**config.mk**
```make
export PLATFORM = sky130hd
export DESIGN_NAME = imem_prog_feeder
export DESIGN_NICKNAME = d
export VERILOG_FILES = /design/src/rtl/imem_prog_feeder.sv
export SDC_FILE = /design/constraint.sdc
export NUM_CORES = 1
export LEC_CHECK = 0
export BUFFER_PORTS_ARGS = -buffer_cell sky130_fd_sc_hd__buf_2
export CAP_MARGIN = 20
export CORE_MARGIN = 2
export CORE_UTILIZATION = 67
export DETAILED_ROUTE_END_ITERATION = 8
export PLACE_DENSITY_LB_ADDON = 0.2
export SETUP_SLACK_MARGIN = 0.02
export SLEW_MARGIN = 20
export SYNTH_ARGS = -nofsm -noshare
export SYNTH_HDL_FRONTEND = slang
export SYNTH_SLANG_ARGS = --single-unit
```
**constraint.sdc**
```tcl
create_clock -name clk -period 5.5 [get_ports clk]
set_clock_uncertainty 0.2 [all_clocks]
set_input_delay 0.825 -clock clk [delete_from_list [all_inputs] [get_ports clk]]
set_output_delay 0.825 -clock clk [all_outputs]
set_load 0.05 [all_outputs]
```
**src/rtl/imem_prog_feeder.sv**
```systemverilog
// Instruction-memory program feeder: holds a small program and streams it to a
// valid/ready consumer in loop or one-shot mode, with optional periodic NOP bubbles.
module imem_prog_feeder #(
  parameter int unsigned            WORD_SIZE = 32,
  parameter int unsigned            DEPTH     = 16,
  parameter logic [WORD_SIZE-1:0]   NOP_WORD  = WORD_SIZE'(32'h00000013),
  localparam int unsigned           ADDR_W    = $clog2(DEPTH),
  localparam int unsigned           LEN_W     = ADDR_W + 1
) (
  input  logic                 clk,
  input  logic                 reset,
  input  logic                 load_en,
  input  logic [ADDR_W-1:0]    load_addr,
  input  logic [WORD_SIZE-1:0] load_data,
  input  logic [LEN_W-1:0]     prog_len,
  input  logic [1:0]           mode,
  input  logic [3:0]           bubble_gap,
  input  logic                 start,
  input  logic                 stop,
  output logic [WORD_SIZE-1:0] instr,
  output logic                 instr_valid,
  input  logic                 instr_ready,
  output logic [ADDR_W-1:0]    instr_idx,
  output logic                 is_bubble,
  output logic                 busy,
  output logic                 done,
  output logic [31:0]          issue_cnt
);

  typedef enum logic [1:0] {
    ST_IDLE = 2'd0,
    ST_RUN  = 2'd1,
    ST_DONE = 2'd2
  } state_t;

  state_t               state_q, state_d;
  logic [WORD_SIZE-1:0] instr_q, instr_d;
  logic                 valid_q, valid_d;
  logic [ADDR_W-1:0]    idx_q, idx_d;
  logic                 bubble_q, bubble_d;
  logic                 busy_q, busy_d;
  logic                 done_q, done_d;
  logic [31:0]          cnt_q, cnt_d;
  logic [3:0]           gcnt_q, gcnt_d;
  logic [3:0]           gap_q, gap_d;
  logic [LEN_W-1:0]     len_q, len_d;
  logic                 one_shot_q, one_shot_d;
  logic [ADDR_W-1:0]    pend_q, pend_d;

  logic [WORD_SIZE-1:0] mem_q [DEPTH];

  logic                 accept;
  logic                 last_entry;
  logic [ADDR_W-1:0]    next_idx;
  logic [3:0]           gcnt_inc;
  logic                 take_bubble;
  logic [LEN_W-1:0]     len_eff;

  // Program storage: written in any state, never reset; reads see the pre-edge value
  always_ff @(posedge clk) begin
    if (load_en) begin
      mem_q[load_addr] <= load_data;
    end
  end

  assign accept      = valid_q && instr_ready;
  assign last_entry  = ({1'b0, idx_q} == (len_q - LEN_W'(1)));
  assign next_idx    = last_entry ? '0 : (idx_q + ADDR_W'(1));
  assign gcnt_inc    = gcnt_q + 4'd1;
  assign take_bubble = (gap_q != 4'd0) && (gcnt_inc == gap_q);
  assign len_eff     = ((prog_len == '0) || (prog_len > LEN_W'(DEPTH))) ? LEN_W'(DEPTH) : prog_len;

  // Next-state and next-output logic
  always_comb begin
    state_d    = state_q;
    instr_d    = instr_q;
    valid_d    = valid_q;
    idx_d      = idx_q;
    bubble_d   = bubble_q;
    done_d     = done_q;
    cnt_d      = cnt_q;
    gcnt_d     = gcnt_q;
    gap_d      = gap_q;
    len_d      = len_q;
    one_shot_d = one_shot_q;
    pend_d     = pend_q;

    case (state_q)
      ST_RUN: begin
        if (stop) begin
          if (accept && !bubble_q) begin
            cnt_d = cnt_q + 32'd1;
          end
          state_d  = ST_IDLE;
          instr_d  = NOP_WORD;
          valid_d  = 1'b0;
          idx_d    = '0;
          bubble_d = 1'b0;
        end else if (accept) begin
          if (bubble_q) begin
            instr_d  = mem_q[pend_q];
            idx_d    = pend_q;
            bubble_d = 1'b0;
          end else begin
            cnt_d = cnt_q + 32'd1;
            if (last_entry && one_shot_q) begin
              // Final one-shot entry: no trailing bubble
              state_d  = ST_DONE;
              done_d   = 1'b1;
              instr_d  = NOP_WORD;
              valid_d  = 1'b0;
              idx_d    = '0;
              bubble_d = 1'b0;
            end else if (take_bubble) begin
              instr_d  = NOP_WORD;
              idx_d    = '0;
              bubble_d = 1'b1;
              pend_d   = next_idx;
              gcnt_d   = 4'd0;
            end else begin
              instr_d  = mem_q[next_idx];
              idx_d    = next_idx;
              bubble_d = 1'b0;
              gcnt_d   = gcnt_inc;
            end
          end
        end
      end
      default: begin
        if (start && !stop) begin
          state_d    = ST_RUN;
          instr_d    = mem_q[0];
          valid_d    = 1'b1;
          idx_d      = '0;
          bubble_d   = 1'b0;
          done_d     = 1'b0;
          cnt_d      = 32'd0;
          gcnt_d     = 4'd0;
          gap_d      = bubble_gap;
          len_d      = len_eff;
          one_shot_d = (mode != 2'd0);
          pend_d     = '0;
        end else if (start && stop) begin
          state_d = ST_IDLE;
        end
      end
    endcase

    busy_d = (state_d == ST_RUN);
  end

  always_ff @(posedge clk or posedge reset) begin
    if (reset) begin
      state_q    <= ST_IDLE;
      instr_q    <= NOP_WORD;
      valid_q    <= 1'b0;
      idx_q      <= '0;
      bubble_q   <= 1'b0;
      busy_q     <= 1'b0;
      done_q     <= 1'b0;
      cnt_q      <= 32'd0;
      gcnt_q     <= 4'd0;
      gap_q      <= 4'd0;
      len_q      <= LEN_W'(DEPTH);
      one_shot_q <= 1'b0;
      pend_q     <= '0;
    end else begin
      state_q    <= state_d;
      instr_q    <= instr_d;
      valid_q    <= valid_d;
      idx_q      <= idx_d;
      bubble_q   <= bubble_d;
      busy_q     <= busy_d;
      done_q     <= done_d;
      cnt_q      <= cnt_d;
      gcnt_q     <= gcnt_d;
      gap_q      <= gap_d;
      len_q      <= len_d;
      one_shot_q <= one_shot_d;
      pend_q     <= pend_d;
    end
  end

  assign instr       = instr_q;
  assign instr_valid = valid_q;
  assign instr_idx   = idx_q;
  assign is_bubble   = bubble_q;
  assign busy        = busy_q;
  assign done        = done_q;
  assign issue_cnt   = cnt_q;

endmodule

```
==> flow_summary.ini, run 1 <==
[status]
status = finished clean

[finish]
regArea_um2 = 17690
finalNonFillerCells = 2807
stdcell_area_um2 = 32690
area_growth_pct = 12.31
fillers = 2549
multi_input_area_um2 = 10870
nNetsFinal = 2226
drive_above_1_share_pct = 22.97

[logic_synthesis]
synth_edf_count = 512
synth_flop_cell = edfxtp_1
ys_warn_count = 0
ys_ff_latch = 604
synthCells = 2085
yosysSeqAreaShare_pct = 60.75
async_flop_share_pct = 15.23
netlist_area_um2 = 29110
synth_area_per_cell_um2 = 13.96
syn_nets = 2143
synthDistinctLibCells = 83

[timing]
finalHoldViolCount = 0
whs_ns = 0.1829
max_freq_mhz = 247.2
fin_crit_sh_pct = 73.55
fin_setup_tns_ns = 0
rsz0062_at_grt = no
worstMarginPinSlew_ns = 1.215
setup_viol = 0
relSlewSlack_pct = 19.03
drv_slew = 0
fin_crit_ns = 4.046

[power]
powerDensity_nw_per_um2 = 362.9
p_comb_share_pct = 16.3
ir_drop_v = 0.0002897
switching_share_pct = 26.97
seqPwrFrac_pct = 45.1
switchingPower_mw = 3.199
p_clk_share_pct = 38.5
leakagePower_nw = 10.76
intPower_mw = 8.664

[placed_design]
gp_congestion = 0.8612
place_inst = 2691
hpwl_um = 48930
placed_area_um2 = 30490
portBuffers = 124

[grt]
overflow = 0
grt_pass1_vias = 21290
grt_pass1_wl_um = 129900
grt_antenna_before_repair = 4
grt_usage_pct = 39.73
grt_max_degree = 132

[floorplan]
rows = 76
floorplan.initialDensity_pct = 67.72
die_h_um = 212.4
fp.dieArea_um2 = 45130
coreArea_um2 = 42980
die_x_um = 212.4
io_pins = 125

[route]
totalWireLength_um = 88500
drtIter0Drc = 3315
vias_per_cell = 7.573
first_pass_iters = 7
wire_per_inst_um = 31.53
vias = 21260
ant_nets = 0
drc = 0

[cts]
clk_path_buf_depth = 3
cts_setup_buffers = 0
clk_pin_slew_ns = 0.07
root_buffer = clkbuf_16
clk_latency_ns = 0.65
cts_tree = yes
cts.sinks = 604
htreeDepth = 2
cts_made_buffers = 60
ctsHoldBuffers = 0
cts.repair.resized = 0

[worst_setup_path]
crit_fanout = 50
cp.required_ns = 5.78
crit_type = reg2reg
worstPathArrival_ns = 4.33
start_kind = flip-flop
crit_path_end_kind = flip-flop

[hold_path]
hp-class = in2reg

[job]
max-cap-violations = 0
[worst max-delay path: stages (launching register included)]
cell and delay, ns:
dfrtp_1 0.41, inv_1 0.09, ha_1 0.21, nor4bb_1 0.38, a22o_1 0.33, o211a_4 0.70, buf_4 0.61, o2bb2ai_1 0.11
a2111oi_0 0.67, nor3_1 0.14
[final timing paths]
check / slack [ns] / from / depth (start not counted) / end
min in group asynchronous: 0.20 / reset / 2 / issue_cnt[10]
setup reg to reg: 1.45 / len_q[0] / 9 / instr[8]
hold / removal: 0.18 / bubble_gap[1] / 3 / gap_q[1]
setup / recovery: 1.45 / len_q[0] / 9 / instr[8]
max in group asynchronous: 3.80 / reset / 3 / len_q[4]
hold reg to reg: 0.29 / instr[4] / 2 / instr[4]
[flip-flops by register name, indices dropped and copies added (netlist names), 4 cells and up]
name / count
instr: 32
gcnt_q: 4
instr_idx: 4
issue_cnt: 32
gap_q: 4
pend_q: 4
len_q: 5
mem_q: 512
[cell usage in the layout, fill, tap and decap left out, drive strengths merged, types with 9 or more instances in the layout]
| cell type | instances |
|---|---|
| buf | 181 |
| mux2i | 123 |
| o22ai | 13 |
| a21oi | 151 |
| xor2 | 27 |
| dfrtp | 88 |
| xnor2 | 13 |
| nor2b | 9 |
| nand2b | 15 |
| mux2 | 38 |
| o21ai | 106 |
| nand3b | 9 |
| clkinv | 28 |
| o2bb2ai | 22 |
| a211oi | 31 |
| clkbuf | 66 |
| nor3 | 36 |
| mux4 | 134 |
| nand2 | 102 |
| a2111oi | 28 |
| edfxtp | 512 |
| a31oi | 27 |
| a22o | 11 |
| and3 | 16 |
| bufinv | 16 |
| nor2 | 141 |
| inv | 17 |
| nand4 | 16 |
| nand3 | 79 |
| a22oi | 29 |
| o211ai | 31 |
[area by class of cell]
class                   instances  share of cell area, %
flip-flops and latches        604                  54.13
multi-input cells            1307                  33.25
clock buffers                  66                  4.757
repair buffers                181                  3.498
well taps                     585                  2.239
clock inverters                48                  1.948
inverters                      14                 0.1684
diodes                          2                0.01531
[synthesized netlist by cell type, types with 13 or more instances]
| cell | count | area, µm² |
|---|---|---|
| o22ai_1 | 13 | 81.33 |
| nor2_1 | 138 | 518.0 |
| buf_2 | 52 | 260.3 |
| nand2_1 | 101 | 379.1 |
| nand2b_1 | 14 | 87.58 |
| a31oi_1 | 27 | 168.9 |
| mux2_2 | 38 | 427.9 |
| o2bb2ai_1 | 22 | 192.7 |
| dfrtp_1 | 88 | 2202 |
| buf_1 | 20 | 75.07 |
| mux4_2 | 134 | 3018 |
| a211oi_1 | 31 | 232.7 |
| xor2_1 | 27 | 236.5 |
| nand4_1 | 15 | 93.84 |
| nor3_1 | 35 | 175.2 |
| inv_1 | 13 | 48.80 |
| edfxtp_1 | 512 | 15370 |
| clkbuf_1 | 81 | 304.0 |
| o211ai_1 | 29 | 217.7 |
| o21ai_0 | 96 | 480.5 |
| and3_1 | 16 | 100.1 |
| a22oi_1 | 29 | 217.7 |
| a21oi_1 | 151 | 755.7 |
| mux2i_1 | 122 | 1221 |
| a2111oi_0 | 27 | 236.5 |
| nand3_1 | 78 | 390.4 |
[power by group through the flow]
stage	sequential [mW]	clock [mW]	combinational, mW
global placement	5.43	0	1.85
CTS	5.35	4.57	1.90
finish	5.35	4.57	1.94
detailed placement	5.44	0	1.89
global route	5.37	4.74	2.03
floorplan	5.56	0	1.18
[cells by family (layout without fill, tap and decap cells)]
logic type                 after synthesis  count (layout)  synth area share [%]
xor gates and xnor gates                40              40                 1.229
DFF                                    604             604                 60.75
muxes                                  295             295                 16.11
adders and majority gates                5               5                0.2149
other                                    0               2                     0
AOI/OAI and AO/OA                      508             508                 11.32
buffers and inverters                  174             309                 2.596
and+or+nand+nor                        459             459                 7.780
[layer usage]
metal / track usage, % / part of all wire (%) / wire [µm]
met4: 21.68 / 5.7 / 5077
met1: 53.14 / 34 / 29880
met3: 11.40 / 15 / 13700
met5: 0.4449 / 0.031 / 27
met2: 59.51 / 45 / 39810
[stage by stage]
| step | worst slack (ns) | power [mW] | util [%] |
|---|---|---|---|
| after floorplan | 1.295 | 6.744 | - |
| after global placement | 1.662 | 7.282 | 70.83 |
| after detailed placement | 1.671 | 7.328 | 70.95 |
| after CTS | 1.572 | 11.82 | 76.05 |
| after global routing | 1.384 | 12.14 | 76.06 |
| final | 1.454 | 11.86 | 76.06 |
(Power assumes the default switching activity.)
==> inputs of run 2 (changes only) <==
Settings changed: CORE_UTILIZATION 67 to 62.
Clock period 5.5 ns to 4 ns, I/O delays scaled along.
==> flow_summary.ini, run 2 (same netlist as run 1, synthesis figures left out) <==
[status]
status = finished clean

[timing]
fin_setup_tns_ns = 0
fin_crit_ns = 3.624
whs_ns = 0.02579
drv_slew = 0
finalHoldViolCount = 0
fin_crit_sh_pct = 90.59
relSlewSlack_pct = 32.76
worstMarginPinSlew_ns = 1.009
max_freq_mhz = 276.0
rsz0062_at_grt = no
setup_viol = 0

[cts]
root_buffer = clkbuf_16
cts_made_buffers = 60
clk_latency_ns = 0.65
clk_pin_slew_ns = 0.06
clk_path_buf_depth = 3
cts.sinks = 604
htreeDepth = 2
cts_tree = yes

[finish]
nNetsFinal = 2249
final_common_cell = edfxtp_1
drive_above_1_share_pct = 23.50
stdcell_area_um2 = 32850
largest_reg_flops = 512
regMostFlops = mem_q
finalNonFillerCells = 2854
layout_common_cells = 512 x edfxtp_1, 151 x a21oi_1, 134 x mux4_2, 124 x buf_2, 123 x nor2_1
area_growth_pct = 12.87

[grt]
grt_max_degree = 139
overflow = 0
grt_antenna_before_repair = 5
grt_pass1_vias = 20630
grt_usage_pct = 35.72
grt_pass1_wl_um = 127300

[route]
drc = 0
vias_per_cell = 7.324
vias = 20900
wire_per_inst_um = 30.15
totalWireLength_um = 86040
ant_nets = 0
drtIter0Drc = 3422
first_pass_iters = 8

[floorplan]
rows = 79
die_x_um = 220.7
io_pins = 125
die_h_um = 220.7
fp.dieArea_um2 = 48700
floorplan.initialDensity_pct = 62.66
coreArea_um2 = 46460

[power]
leakagePower_nw = 10.81
p_total_mw = 15.90
powerDensity_nw_per_um2 = 483.9
ir_drop_v = 0.0003856

[worst_setup_path]
start_kind = flip-flop
rr_startpoint = len_q[0]
slowest_delay_ns = 0.61
crit_family = compound AO/OA/AOI/OAI gates
cp_slowest_cell = a2111oi_0
cp-startpoint = len_q[0]
cp.required_ns = 4.30
worstPathArrival_ns = 3.92
path_cells = inv_1 -> ha_1 -> nor4bb_1 -> a22o_1 -> o211ai_4 -> buf_4 -> nand2_1 -> a2111oi_0 -> or4_1 -> o22ai_1
crit_type = reg2reg
crit_path_end_kind = flip-flop
cp_num_buf_inv = 2
crit_fanout = 25

[hold_path]
hold_start = prog_len[2]
hp-class = in2reg

[placed_design]
place_inst = 2731
placed_area_um2 = 30740
hpwl_um = 49540
gp_congestion = 0.8705
portBuffers = 124

[job]
max-cap-violations = 0
## run 2: final timing paths
path                                  to  slack, ns  cells after the start
setup / recovery               instr[25]       0.38                     10
hold reg to reg                     done       0.32                      2
setup reg to reg               instr[25]       0.38                     10
max in group asynchronous       instr[4]       2.21                      4
min in group asynchronous  issue_cnt[15]       0.45                      3
hold / removal                  len_q[2]       0.03                      3
## run 2: timing repair
item / 4_1_cts / 5_1_grt
setup buffers: 0 / 0
hold endpoints to repair: 59 / 0
hold buffers: 5 / 0
gates resized for setup: 0 / 0
## run 2: worst register-to-register path: cells and delay by family (launching register included)
| kind | cells | cell delay, ns |
|---|---|---|
| buf+inv | 2 | 0.48 |
| simple gates | 3 | 0.78 |
| flops | 1 | 0.38 |
| fa+ha+maj | 1 | 0.25 |
| compound gates | 4 | 1.39 |
## run 2: through the flow
| stage | util [%] | setup slack (ns) |
|---|---|---|
| floorplan | - | 0.3214 |
| CTS | 70.70 | 0.5726 |
| finish | 70.72 | 0.3764 |
| global route | 70.71 | 0.2842 |
| detailed placement | 66.16 | 0.5719 |
| global placement | 66.16 | 0.7224 |
## run 2: cell type report
| type | count | area, µm² |
|---|---|---|
| antenna | 4 | 10.01 |
| clock buffer | 69 | 1565 |
| clock inverter | 45 | 491.7 |
| fill | 3039 | 13600 |
| inverter | 14 | 55.05 |
| multi-input combinational | 1307 | 10870 |
| sequential | 604 | 17690 |
| tap | 607 | 759.5 |
| timing repair buffer | 204 | 1409 |
## run 2: power breakdown
group	switching (mW)	total (mW)	internal (mW)
sequential	0.230	7.31	7.08
clock	2.48	5.87	3.39
combinational	1.68	2.72	1.04
total	4.39	15.9	11.5
## run 2: routing by layer
| layer | track usage [%] | wire length [µm] | vias to the layer above |
|---|---|---|---|
| li1 | - | - | 8550 |
| met1 | 50.06 | 31470 | 10310 |
| met2 | 54.30 | 38940 | 1724 |
| met3 | 8.399 | 12040 | 314 |
| met4 | 15.27 | 3573 | 2 |
| met5 | 0 | 13 | - |
